<file path="config.mk">
export PLATFORM = sky130hd
export DESIGN_NAME = alu_arbiter_flat
export DESIGN_NICKNAME = d
export VERILOG_FILES = /design/src/rtl/alu_arbiter_if.sv /design/src/rtl/alu_arbiter.sv /design/src/flat_wrapper.sv
export SDC_FILE = /design/constraint.sdc
export NUM_CORES = 1
export LEC_CHECK = 0
export BUFFER_PORTS_ARGS = -buffer_cell sky130_fd_sc_hd__buf_2
export CELL_PAD_IN_SITES_DETAIL_PLACEMENT = 0
export CELL_PAD_IN_SITES_GLOBAL_PLACEMENT = 1
export CORE_MARGIN = 2
export CORE_UTILIZATION = 36
export CTS_BUF_LIST = sky130_fd_sc_hd__clkbuf_2
export CTS_CLUSTER_DIAMETER = 30
export CTS_CLUSTER_SIZE = 20
export DETAILED_ROUTE_END_ITERATION = 8
export PLACE_DENSITY_LB_ADDON = 0.15
export SYNTH_ARGS = -nofsm -noshare
export SYNTH_HDL_FRONTEND = slang
export SYNTH_SLANG_ARGS = --single-unit
</file>
<file path="constraint.sdc">
create_clock -name clk -period 5.1 [get_ports clk]
set_input_delay 1.02 -clock clk [delete_from_list [all_inputs] [get_ports clk]]
set_output_delay 1.02 -clock clk [all_outputs]
set_load 0.02 [all_outputs]
</file>
<file path="src/rtl/alu_arbiter_if.sv">
// Request/response bundle between the two bus-side requesters and alu_arbiter.
// master: requesters and response consumer; slave: the arbiter.
interface alu_arbiter_if;
    logic       req0_valid;
    logic       req0_ready;
    logic [7:0] req0_a;
    logic [7:0] req0_b;
    logic [6:0] req0_op;
    logic       req1_valid;
    logic       req1_ready;
    logic [7:0] req1_a;
    logic [7:0] req1_b;
    logic [6:0] req1_op;
    logic       rsp_valid;
    logic       rsp_ready;
    logic       rsp_id;
    logic [7:0] rsp_data;
    logic       rsp_err;

    modport master (
        output req0_valid, req0_a, req0_b, req0_op,
        output req1_valid, req1_a, req1_b, req1_op,
        output rsp_ready,
        input  req0_ready, req1_ready,
        input  rsp_valid, rsp_id, rsp_data, rsp_err
    );

    modport slave (
        input  req0_valid, req0_a, req0_b, req0_op,
        input  req1_valid, req1_a, req1_b, req1_op,
        input  rsp_ready,
        output req0_ready, req1_ready,
        output rsp_valid, rsp_id, rsp_data, rsp_err
    );
endinterface

</file>
<file path="src/rtl/alu_arbiter.sv">
// Two-port arbiter and sequencer in front of the 8-bit ALU datapath.
// Define ALU_ARB_PRIO_EN for fixed priority (req0 wins); default is round-robin.
module alu_arbiter #(
    parameter int unsigned ALU_LAT = 2
) (
    input  logic                clk,
    input  logic                rst,
    input  logic                on,
    alu_arbiter_if.slave        bus,
    output logic [7:0]          alu_num1,
    output logic [7:0]          alu_num2,
    output logic [6:0]          alu_out_sel,
    output logic [2:0]          alu_in_sel,
    input  logic [7:0]          alu_out,
    output logic [1:0]          curr_state,
    output logic [1:0]          next_state
);

    typedef enum logic [1:0] {
        StIdle  = 2'b00,
        StIssue = 2'b01,
        StWait  = 2'b10,
        StResp  = 2'b11
    } state_e;

    localparam logic [2:0] LatInit = 3'(ALU_LAT);

    state_e     state_q, state_d;
    logic [7:0] a_q, a_d, b_q, b_d, data_q, data_d;
    logic [6:0] op_q, op_d;
    logic       id_q, id_d, err_q, err_d;
    logic [2:0] cnt_q, cnt_d;

    logic       req_any, pick1;
    logic       ready0, ready1, rsp_valid;
    logic [7:0] sel_a, sel_b;
    logic [6:0] sel_op;

    // Gated by rst so nothing is granted while held in reset.
    assign req_any = on && rst && (bus.req0_valid || bus.req1_valid);

`ifdef ALU_ARB_PRIO_EN
    assign pick1 = bus.req1_valid && !bus.req0_valid;
`else
    logic last_q, last_d;

    assign pick1 = bus.req1_valid && (!bus.req0_valid || !last_q);

    always_comb begin
        last_d = last_q;
        if (state_q == StIdle && req_any) begin
            last_d = pick1;
        end
    end

    always_ff @(posedge clk or negedge rst) begin
        if (!rst) begin
            last_q <= 1'b1;
        end else begin
            last_q <= last_d;
        end
    end
`endif

    assign sel_a  = pick1 ? bus.req1_a  : bus.req0_a;
    assign sel_b  = pick1 ? bus.req1_b  : bus.req0_b;
    assign sel_op = pick1 ? bus.req1_op : bus.req0_op;

    always_comb begin
        state_d    = state_q;
        a_d        = a_q;
        b_d        = b_q;
        op_d       = op_q;
        id_d       = id_q;
        err_d      = err_q;
        data_d     = data_q;
        cnt_d      = cnt_q;
        ready0     = 1'b0;
        ready1     = 1'b0;
        rsp_valid  = 1'b0;
        alu_in_sel = 3'b000;
        case (state_q)
            StIdle: begin
                if (req_any) begin
                    ready0 = !pick1;
                    ready1 = pick1;
                    id_d   = pick1;
                    // Bad ops skip the ALU entirely and leave its operands untouched.
                    if ($onehot(sel_op)) begin
                        a_d     = sel_a;
                        b_d     = sel_b;
                        op_d    = sel_op;
                        err_d   = 1'b0;
                        state_d = StIssue;
                    end else begin
                        err_d   = 1'b1;
                        data_d  = 8'h00;
                        state_d = StResp;
                    end
                end
            end
            StIssue: begin
                alu_in_sel = 3'b010;
                cnt_d      = LatInit;
                state_d    = StWait;
            end
            StWait: begin
                cnt_d = cnt_q - 3'd1;
                if (cnt_q == 3'd1) begin
                    data_d  = alu_out;
                    state_d = StResp;
                end
            end
            StResp: begin
                rsp_valid = 1'b1;
                if (bus.rsp_ready) begin
                    state_d = StIdle;
                end
            end
            default: state_d = StIdle;
        endcase
    end

    always_ff @(posedge clk or negedge rst) begin
        if (!rst) begin
            state_q <= StIdle;
            a_q     <= 8'h00;
            b_q     <= 8'h00;
            op_q    <= 7'h00;
            id_q    <= 1'b0;
            err_q   <= 1'b0;
            data_q  <= 8'h00;
            cnt_q   <= 3'd0;
        end else begin
            state_q <= state_d;
            a_q     <= a_d;
            b_q     <= b_d;
            op_q    <= op_d;
            id_q    <= id_d;
            err_q   <= err_d;
            data_q  <= data_d;
            cnt_q   <= cnt_d;
        end
    end

    assign bus.req0_ready = ready0;
    assign bus.req1_ready = ready1;
    assign bus.rsp_valid  = rsp_valid;
    assign bus.rsp_id     = id_q;
    assign bus.rsp_data   = data_q;
    assign bus.rsp_err    = err_q;
    assign alu_num1       = a_q;
    assign alu_num2       = b_q;
    assign alu_out_sel    = op_q;
    assign curr_state     = state_q;
    assign next_state     = state_d;

endmodule

</file>
<file path="src/flat_wrapper.sv">
// flat-port wrapper written by rule: the top's interface ports become plain ports
module alu_arbiter_flat 
#(
    parameter int unsigned ALU_LAT = 2
)
  (clk, rst, on, alu_num1, alu_num2, alu_out_sel, alu_in_sel, alu_out, curr_state, next_state, bus_req0_valid, bus_req0_a, bus_req0_b, bus_req0_op, bus_req1_valid, bus_req1_a, bus_req1_b, bus_req1_op, bus_rsp_ready, bus_req0_ready, bus_req1_ready, bus_rsp_valid, bus_rsp_id, bus_rsp_data, bus_rsp_err);
  alu_arbiter_if bus_i ();
  input  logic clk;
  input  logic rst;
  input  logic on;
  output logic [7:0] alu_num1;
  output logic [7:0] alu_num2;
  output logic [6:0] alu_out_sel;
  output logic [2:0] alu_in_sel;
  input  logic [7:0] alu_out;
  output logic [1:0] curr_state;
  output logic [1:0] next_state;
  input wire logic [$bits(bus_i.req0_valid)-1:0] bus_req0_valid;
  input wire logic [$bits(bus_i.req0_a)-1:0] bus_req0_a;
  input wire logic [$bits(bus_i.req0_b)-1:0] bus_req0_b;
  input wire logic [$bits(bus_i.req0_op)-1:0] bus_req0_op;
  input wire logic [$bits(bus_i.req1_valid)-1:0] bus_req1_valid;
  input wire logic [$bits(bus_i.req1_a)-1:0] bus_req1_a;
  input wire logic [$bits(bus_i.req1_b)-1:0] bus_req1_b;
  input wire logic [$bits(bus_i.req1_op)-1:0] bus_req1_op;
  input wire logic [$bits(bus_i.rsp_ready)-1:0] bus_rsp_ready;
  output wire logic [$bits(bus_i.req0_ready)-1:0] bus_req0_ready;
  output wire logic [$bits(bus_i.req1_ready)-1:0] bus_req1_ready;
  output wire logic [$bits(bus_i.rsp_valid)-1:0] bus_rsp_valid;
  output wire logic [$bits(bus_i.rsp_id)-1:0] bus_rsp_id;
  output wire logic [$bits(bus_i.rsp_data)-1:0] bus_rsp_data;
  output wire logic [$bits(bus_i.rsp_err)-1:0] bus_rsp_err;
  assign bus_i.req0_valid = bus_req0_valid;
  assign bus_i.req0_a = bus_req0_a;
  assign bus_i.req0_b = bus_req0_b;
  assign bus_i.req0_op = bus_req0_op;
  assign bus_i.req1_valid = bus_req1_valid;
  assign bus_i.req1_a = bus_req1_a;
  assign bus_i.req1_b = bus_req1_b;
  assign bus_i.req1_op = bus_req1_op;
  assign bus_i.rsp_ready = bus_rsp_ready;
  assign bus_req0_ready = bus_i.req0_ready;
  assign bus_req1_ready = bus_i.req1_ready;
  assign bus_rsp_valid = bus_i.rsp_valid;
  assign bus_rsp_id = bus_i.rsp_id;
  assign bus_rsp_data = bus_i.rsp_data;
  assign bus_rsp_err = bus_i.rsp_err;
  alu_arbiter #(.ALU_LAT(ALU_LAT)) u_core (.clk(clk), .rst(rst), .on(on), .bus(bus_i), .alu_num1(alu_num1), .alu_num2(alu_num2), .alu_out_sel(alu_out_sel), .alu_in_sel(alu_in_sel), .alu_out(alu_out), .curr_state(curr_state), .next_state(next_state));
endmodule
</file>
== Yosys cells after proc, flatten, opt, wreduce, memory -nomap -nowiden ==
Cells that the tools add are included.

* Add/sub/neg operators: 7
* Equality and inequality tests: 8
* Muxes and demuxes: 20
* Reduce and logical (&&, ||, !) cells: 15

{| class="wikitable"
|+ Operators with widths
! operator !! number
|-
| two-way mux 8 bit || 5
|-
| case mux 8 bit (2 select lines) || 1
|-
| two-way mux 2 bit || 5
|-
| case mux 2 bit (4 select lines) || 1
|-
| two-way mux 7 bit || 1
|-
| adder 1 x 1 -> 2 bit || 3
|-
| adder 3 bit || 2
|-
| equality test 3 x 1 -> 1 bit (second input constant) || 2
|-
| two-way mux 1 bit || 6
|-
| case mux 3 bit (2 select lines) || 1
|-
| equality test 2 bit (second input constant) || 2
|-
| logical AND 1 bit || 4
|-
| != test 2 x 1 -> 1 bit (second input constant) || 2
|-
| AND reduction 4 bit || 1
|-
| nonzero test 2 bit || 2
|-
| adder 3 x 1 -> 3 bit || 1
|-
| logical NOT 1 bit || 3
|-
| AND reduction 3 bit || 1
|-
| subtractor 3 x 1 -> 3 bit (second input constant) || 1
|-
| equality test 2 x 1 -> 1 bit (second input constant) || 1
|-
| logical NOT 2 bit || 1
|-
| logical OR 1 bit || 2
|-
| != test 2 bit (second input constant) || 1
|-
| AND reduction 2 bit || 1
|}

* Register bits after elaboration: 39
* Logic and storage cells: 59
* Input bits: 60

== Logic depth before layout (Yosys ltp) ==
Gate-level depths: netlist of run 1.

* Word-level depth: 11
* Mapped depth: 12
* Depth with buffers taken out: 10

== Worst setup path after synthesis of run 1 ==
OpenSTA, ideal clock, no wires.

* Path kind: input port to output port
* Start point: in bus_req1_valid
* End point: out next_state[1]
* Path buffers: 1
* Data arrival time: 4.078 ns
* Slack: 0.002 ns
* Data required time: 4.080 ns
* Cell stages on the path: 10
* Cells stage by stage: a21boi_2 > buf_4 > mux2_2 > ha_1 > fa_1 > ha_1 > fa_1 > xnor2_1 > nor2_1 > o221ai_1

* Longest elaborated chain between the ends: 9
* Elaborated cells on any way between the ends: 14
* Classes of those cells: add/sub: 6; eq/ne: 1; mux: 4; reduce/logical: 3

{| class="wikitable"
|+ RTL lines
! what !! line !! RTL
|-
| start, declared || flat_wrapper.sv:22 || <nowiki>input wire logic [$bits(bus_i.req1_valid)-1:0] bus_req1_valid;</nowiki>
|-
| logical AND 1 bit || alu_arbiter.sv:47 || <nowiki>assign pick1 = bus.req1_valid && (!bus.req0_valid || !last_q);</nowiki>
|-
| two-way mux 7 bit || alu_arbiter.sv:67 || <nowiki>assign sel_op = pick1 ? bus.req1_op : bus.req0_op;</nowiki>
|-
| via u_core.sel_op[5] || alu_arbiter.sv:37 || <nowiki>logic [6:0] sel_op;</nowiki>
|-
| adder 1 x 1 -> 2 bit (implied by the code) || alu_arbiter.sv:89 || <nowiki>if ($onehot(sel_op)) begin</nowiki>
|-
| adder 3 x 1 -> 3 bit (implied by the code) || alu_arbiter.sv:89 ||
|-
| adder 3 bit (implied by the code) || alu_arbiter.sv:89 ||
|-
| equality test 3 x 1 -> 1 bit || alu_arbiter.sv:89 ||
|-
| two-way mux 2 bit || alu_arbiter.sv:89 ||
|-
| two-way mux 2 bit || alu_arbiter.sv:84 || <nowiki>if (req_any) begin</nowiki>
|-
| case mux 2 bit (4 select lines) || alu_arbiter.sv:82 || <nowiki>case (state_q)</nowiki>
|-
| end, declared || flat_wrapper.sv:17 || <nowiki>output logic [1:0] next_state;</nowiki>
|}

The timed path passes the listed nets, and every way through them passes these cells.

== Worst setup path after layout of run 1 ==
Same ends and word-level chain as after synthesis.

==> results.md, run 1 <==
* Port buffer count at 100
* Number of global-route vias before repair at 1557
* Largest net degree at the start of global routing at 41
* Number of DRC markers in iteration 0 at 34
* Placement Rows at 28
* Tmin final at 4.95 ns
* GRT Util Overall at 0.150
* CP arrival at 3.93 ns
* Cts bufs inserted at 5
* Layout cell share with drive strength beyond 1 at 0.595
* Clock Latency Late Sink at 0.38 ns
* Peak fanout along the critical path at 6
* Max Cap Viol at 0
* RSZ-0062 raised after global routing: false
* Worst Hold Class: flip-flop to flip-flop
* Pwr per Cell Area at 458 nW/um^2
* CTS max path bufs at 2
* TritonCTS Sinks at 39
* Syn Inst Count at 173
* Die area at 6590 sq um
* First-pass GRT wire length at 7.40 mm
* Mapped cell area at 2140 sq um
* Most common flop cell mapped by yosys: dfrtp_1
* Worst Max-Slew Pin Slew at 0.514 ns
* Synth unique cells at 37
* Register area share after synthesis at 0.456
* # fillers at 575
* Initial antenna violation count at 0
* CTS Hold Buffers Added at 0
* Clock-pin transition on the worst setup and hold timing paths at 0.18 ns
* Final clock skew at 0.0143 ns
* Routed via count at 1655
* Pre-antenna DRT Iters at 4
* Worst Setup Path Type: input pin to output port
* Ports at 103
* Hpwl dp at 3.71 mm
* Area growth syn-to-layout at 32.2%
* Fin. Hold Viols at 0
* Critical Path RT at 4.08 ns
* Routed Wire Length at 4.82 mm
* Leakage Power at 1.53 nW
* Initial Util at 0.366
* Startpoint Class: input pin
* Die W at 81.2 um
* Critical Path Sink Type: output port
* Final setup fails at 0
* Post-synth EDFFs at 0
* Routability cong. at 0.725
* Ys async rst share at 1.00
* Post-DRT Antenna Nets at 0
* Tot Pwr at 1.30 mW
* Nets at 356
* VDD IR max at 0.153 mV
* Fin crit share at 0.971
* Height of the die at 81.2 um
* Ys Warns at 0
* Max Clk Rate at 202 MHz
* ANT cells at 0
* CTS tree: done
* Seq cells post-synth at 39
* Status: complete, no violations
* Overflow after GRT at 0
* Core area at 5850 sq um
* Root buf cell: clkbuf_2
* Relative slew margins at 0.657
* H-tree levels at 2
* DRC at 0
* WL per Instance at 13.4 um
* Synth Area per Inst at 12.4 sq um
* Final max-slew violation count at 0
* Vias/cell at 4.61
* TNS Setup at 0 ns
[per-stage QoR]
stage | utilization | hold WS [ns] | worst slack (ns) | cell area, sq um | instances
2_1_floorplan | - | 0.508 | 0.00212 | 2150 | 174
3_3_place_gp | 0.472 | 0.456 | 0.0426 | 2760 | 350
3_5_place_dp | 0.472 | 0.460 | -0.00105 | 2760 | 350
4_1_cts | 0.480 | 0.511 | 0.0866 | 2810 | 358
5_1_grt | 0.484 | 0.543 | 0.0456 | 2830 | 359
6_report | 0.484 | 0.507 | 0.149 | 2830 | 359
[worst paths after layout]
check | start | endpoint | slack, ns | cells after the start
setup / recovery | bus_req1_valid | next_state[1] | 0.15 | 11
hold / removal | u_core.bus.rsp_id | u_core.bus.rsp_id | 0.51 | 1
setup reg to reg | u_core.last_q | u_core.alu_num1[4] | 1.17 | 11
hold reg to reg | u_core.bus.rsp_id | u_core.bus.rsp_id | 0.51 | 1
max in group asynchronous | rst | u_core.curr_state[0] | 4.00 | 2
min in group asynchronous | rst | u_core.alu_out_sel[4] | 0.72 | 2
[cells in the final DEF (no fill, tap or decap), types with 2 or more instances in the layout]
| cell type | Yosys | final |
|---|---|---|
| a21o_1 | 2 | 2 |
| buf_2 | 1 | 99 |
| buf_4 | 4 | 10 |
| clkbuf_2 | 0 | 6 |
| conb_1 | 1 | 2 |
| dfrtp_1 | 38 | 38 |
| fa_1 | 3 | 3 |
| ha_1 | 10 | 10 |
| inv_1 | 27 | 27 |
| mux2_2 | 45 | 45 |
| nand2b_1 | 2 | 2 |
| nor2_1 | 4 | 4 |
| o211ai_1 | 2 | 2 |
| o21ai_0 | 2 | 2 |
| o22ai_1 | 8 | 8 |
[Yosys cell counts (2+ instances only)]
library cell / n / area, sq um
ha_1: 10 / 125
o211ai_1: 2 / 15.0
dfrtp_1: 38 / 951
o22ai_1: 8 / 50.1
nand2b_1: 2 / 12.5
mux2_2: 45 / 507
fa_1: 3 / 60.1
inv_1: 27 / 101
nor2_1: 4 / 15.0
o21ai_0: 2 / 10.0
buf_6: 2 / 22.5
a21o_1: 2 / 15.0
buf_4: 4 / 30.0
[layer usage]
layer,routed length (um),vias up,global-route usage
li1,-,809,-
met1,2210,785,0.205
met2,2210,59,0.223
met3,385,2,0.0556
met4,15,0,0.0407
met5,0,-,0
[critical path, stage by stage]
cell and delay (ns):
buf_2 0.09, a21boi_4 0.28, mux2_2 0.38, ha_1 0.31, fa_1 0.48, ha_1 0.23
fa_1 0.51, nand2b_1 0.18, nor2_1 0.15, o221ai_2 0.12, buf_4 0.18
[cell type report]
class / count / area [sq um] / share of cell area
multi-input combinational: 100 / 1030 / 0.363
sequential: 39 / 977 / 0.345
timing repair buffer: 110 / 591 / 0.208
inverter: 27 / 101 / 0.0358
tap: 75 / 93.8 / 0.0331
clock buffer: 6 / 30.0 / 0.0106
clock inverter: 2 / 12.5 / 0.00442
[logic make-up (layout without fill, tap and decap cells)]
family,Yosys count,count (layout),synth area share
compound gates,24,24,0.0905
buf+inv,35,145,0.0759
xor+xnor,2,2,0.00817
other cells,1,2,0.00175
flops,39,39,0.456
fa+ha+maj,13,13,0.0864
mux,47,47,0.246
simple gates,12,12,0.0350
[state kept, by name (all words and copies together), names as in the netlist]
register,cells
u_core.alu_num1,8
u_core.alu_num2,8
u_core.alu_out_sel,7
u_core.bus.rsp_data,8
u_core.bus.rsp_err,1
u_core.bus.rsp_id,1
u_core.cnt_q,3
u_core.curr_state,2
u_core.last_q,1
[repair_timing]
| action | CTS | global route |
|---|---|---|
| setup endpoints to repair | 1 | 1 |
| resized for setup | 1 | 3 |
| buffers inserted | 0 | 1 |
[power breakdown]
group          switching (mW)  leakage [nW]  internal, mW
combinational           0.388         0.997         0.309
sequential             0.0560         0.506         0.410
clock                   0.101        0.0290        0.0350
total                   0.545          1.53         0.754
(Power assumes the default switching activity.)
==> run 2, diff against run 1 <==
--- a/config.mk
+++ b/config.mk
@@ -10,10 +10,11 @@
 export CELL_PAD_IN_SITES_GLOBAL_PLACEMENT = 1
 export CORE_MARGIN = 2
 export CORE_UTILIZATION = 36
-export CTS_BUF_LIST = sky130_fd_sc_hd__clkbuf_2
+export CTS_BUF_LIST = sky130_fd_sc_hd__clkbuf_8
 export CTS_CLUSTER_DIAMETER = 30
 export CTS_CLUSTER_SIZE = 20
 export DETAILED_ROUTE_END_ITERATION = 8
+export GPL_TIMING_DRIVEN = 0
 export PLACE_DENSITY_LB_ADDON = 0.15
 export SYNTH_ARGS = -nofsm -noshare
 export SYNTH_HDL_FRONTEND = slang
==> run 2 against run 1 <==
Against the previous run:
- global-route usage is 0.30 points lower
- critical endpoint unchanged
- core utilization up 1.6 points
- largest cell class unchanged
- count of clock-buffer cells in the layout up 1
==> results.md, run 2 (same netlist as run 1, synthesis figures left out) <==
* Startpoint Class: input pin (unchanged)
* Post-DRT Antenna Nets at 0 (unchanged)
* Clock-pin transition on the worst setup and hold timing paths at 0.07 ns (was 0.18 ns)
* Status: complete, no violations (unchanged)
* Initial Util at 0.366 (unchanged)
* Routed Wire Length at 4.72 mm (was 4.82 mm)
* H-tree levels at 2 (unchanged)
* Nets at 357 (was 356)
* Height of the die at 81.2 um (unchanged)
* Worst Max-Slew Pin Slew at 0.933 ns (was 0.514 ns)
* Non-Filler Instances at 360 (was 359)
* Critical Path Sink Type: output port (unchanged)
* GRT Util Overall at 0.147 (was 0.150)
* Root buf cell: clkbuf_8 (was clkbuf_2)
* Leakage Power at 1.56 nW (was 1.53 nW)
* Critical Path RT at 4.08 ns (about the same)
* Fin crit share at 0.975 (was 0.971)
* Buf/Inv on CP at 3 (was 2)
* Number of global-route vias before repair at 1588 (was 1557)
* Routed via count at 1643 (was 1655)
* Ports at 103 (unchanged)
* Cts bufs inserted at 5 (unchanged)
* Core area at 5850 sq um (unchanged)
* Fin. Hold Viols at 0 (unchanged)
* Die area at 6590 sq um (unchanged)
* Layout cell share with drive strength beyond 1 at 0.611 (was 0.595)
* Clock Latency Late Sink at 0.29 ns (was 0.38 ns)
* RSZ-0062 raised after global routing: false (unchanged)
* CTS max path bufs at 2 (unchanged)
* VDD IR max at 0.229 mV (was 0.153 mV)
* Hpwl dp at 3.57 mm (was 3.71 mm)
* Relative slew margins at 0.378 (was 0.657)
* Worst Setup Path Type: input pin to output port (unchanged)
* CP peak stage delay at 0.57 ns (was 0.51 ns)
* Family with the most delay on the worst path: adder cells (unchanged)
* CTS tree: done (unchanged)
* Placement Rows at 28 (unchanged)
* Max Cap Viol at 0 (unchanged)
* Max Clk Rate at 201 MHz (was 202 MHz)
* Initial antenna violation count at 0 (unchanged)
* Cells along the critical path: clkbuf_4 > a21boi_4 > buf_6 > mux2_2 > ha_1 > fa_1 > ha_2 > fa_2 > nand2b_4 > nor2_2 > o221ai_2 > buf_4 (was buf_2 > a21boi_4 > mux2_2 > ha_1 > fa_1 > ha_1 > fa_1 > nand2b_1 > nor2_1 > o221ai_2 > buf_4)
* Final clock skew at 0.00202 ns (was 0.0143 ns)
* Most frequent cells in the layout: 99 x buf_2, 45 x mux2_2, 38 x dfrtp_1, 27 x inv_1 (unchanged)
* Placed instance count at 349 (was 350)
* Slowest-stage cell, CP: fa_2 (was fa_1)
* DRC at 0 (unchanged)
* Largest net degree at the start of global routing at 42 (was 41)
* Area growth syn-to-layout at 36.7% (was 32.2%)
* FF-to-FF setup slack at 1.34 ns (was 1.17 ns)
* Port buffer count at 100 (unchanged)
* Final setup fails at 0 (unchanged)
* Hold_ws at 0.479 ns (was 0.507 ns)
* First-pass GRT wire length at 7.29 mm (was 7.40 mm)
* Most common cell after layout, fill and taps aside: buf_2 (unchanged)
* Overflow after GRT at 0 (unchanged)
* Pre-antenna DRT Iters at 4 (unchanged)
* # fillers at 557 (was 575)
* WL per Instance at 13.1 um (was 13.4 um)
* Number of DRC markers in iteration 0 at 66 (was 34)
* Tmin final at 4.97 ns (was 4.95 ns)
* Die W at 81.2 um (unchanged)
* CP arrival at 3.95 ns (was 3.93 ns)
* Worst Hold Class: flip-flop to flip-flop (unchanged)
* Routability cong. at 0.690 (was 0.725)
* Tot Pwr at 1.40 mW (was 1.30 mW)
* Final max-slew violation count at 0 (unchanged)
* Pwr per Cell Area at 479 nW/um^2 (was 458 nW/um^2)
* Peak fanout along the critical path at 4 (was 6)
* ANT cells at 0 (unchanged)
* TritonCTS Sinks at 39 (unchanged)
* Vias/cell at 4.56 (was 4.61)
## run 2: layout make-up
class	count	area, sq um	area share
buffer	8	65.1	0.0222
multi-input combinational	100	1060	0.361
clock inverter	1	7.51	0.00256
sequential	39	977	0.334
inverter	27	101	0.0346
tap	75	93.8	0.0320
clock buffer	7	96.3	0.0329
timing repair buffer	103	532	0.182
## run 2: final timing paths
check                                        from  cells past startpoint                endpoint
worst max-delay path               bus_req1_valid                     12           next_state[1]
worst min-delay path            u_core.bus.rsp_id                      1       u_core.bus.rsp_id
worst max register to register      u_core.last_q                     11  u_core.bus.rsp_data[7]
worst min register to register  u_core.bus.rsp_id                      1       u_core.bus.rsp_id
max in group asynchronous                     rst                      1  u_core.bus.rsp_data[7]
min in group asynchronous                     rst                      1   u_core.alu_out_sel[4]
## run 2: metrics by stage
stage	setup TNS (ns)	util	area [sq um]	setup slack [ns]
4_1_cts	0	0.497	2910	0.00462
6_report	0	0.501	2930	0.128
2_1_floorplan	0	-	2150	0.00212
3_3_place_gp	-0.408	0.469	2740	-0.408
5_1_grt	0	0.501	2930	0.000605
3_5_place_dp	-0.456	0.469	2740	-0.456
## run 2: worst reg2reg max path: cells and delay by family, from the launching register on
kind / cells / cell delay [ns]
mux: 1 / 0.28
fa+ha+maj: 4 / 1.56
buf+inv: 2 / 0.49
flops: 1 / 0.57
simple gates: 1 / 0.19
compound gates: 3 / 0.52
## run 2: routing by layer
layer  track usage  up-vias  part of all wire
met5             0        -                 0
met4        0.0458        0             0.011
met3        0.0478        7             0.080
met2         0.240       66              0.47
met1         0.184      754              0.43
li1              -      816                 -
## run 2: repair_timing
| action | 4_1_cts | 5_1_grt |
|---|---|---|
| resized for setup | 8 | 4 |
| endpoints found under the hold margin | 0 | 0 |
| setup buffers | 3 | 0 |
| pin swaps | 1 | 0 |
| endpoints found under the setup margin | 1 | 1 |
| hold buffers | 0 | 0 |
## run 2: power breakdown
| group | switching, mW | total [mW] | internal (mW) |
|---|---|---|---|
| clock network | 0.109 | 0.232 | 0.123 |
| registers | 0.0539 | 0.466 | 0.412 |
| logic | 0.392 | 0.705 | 0.314 |
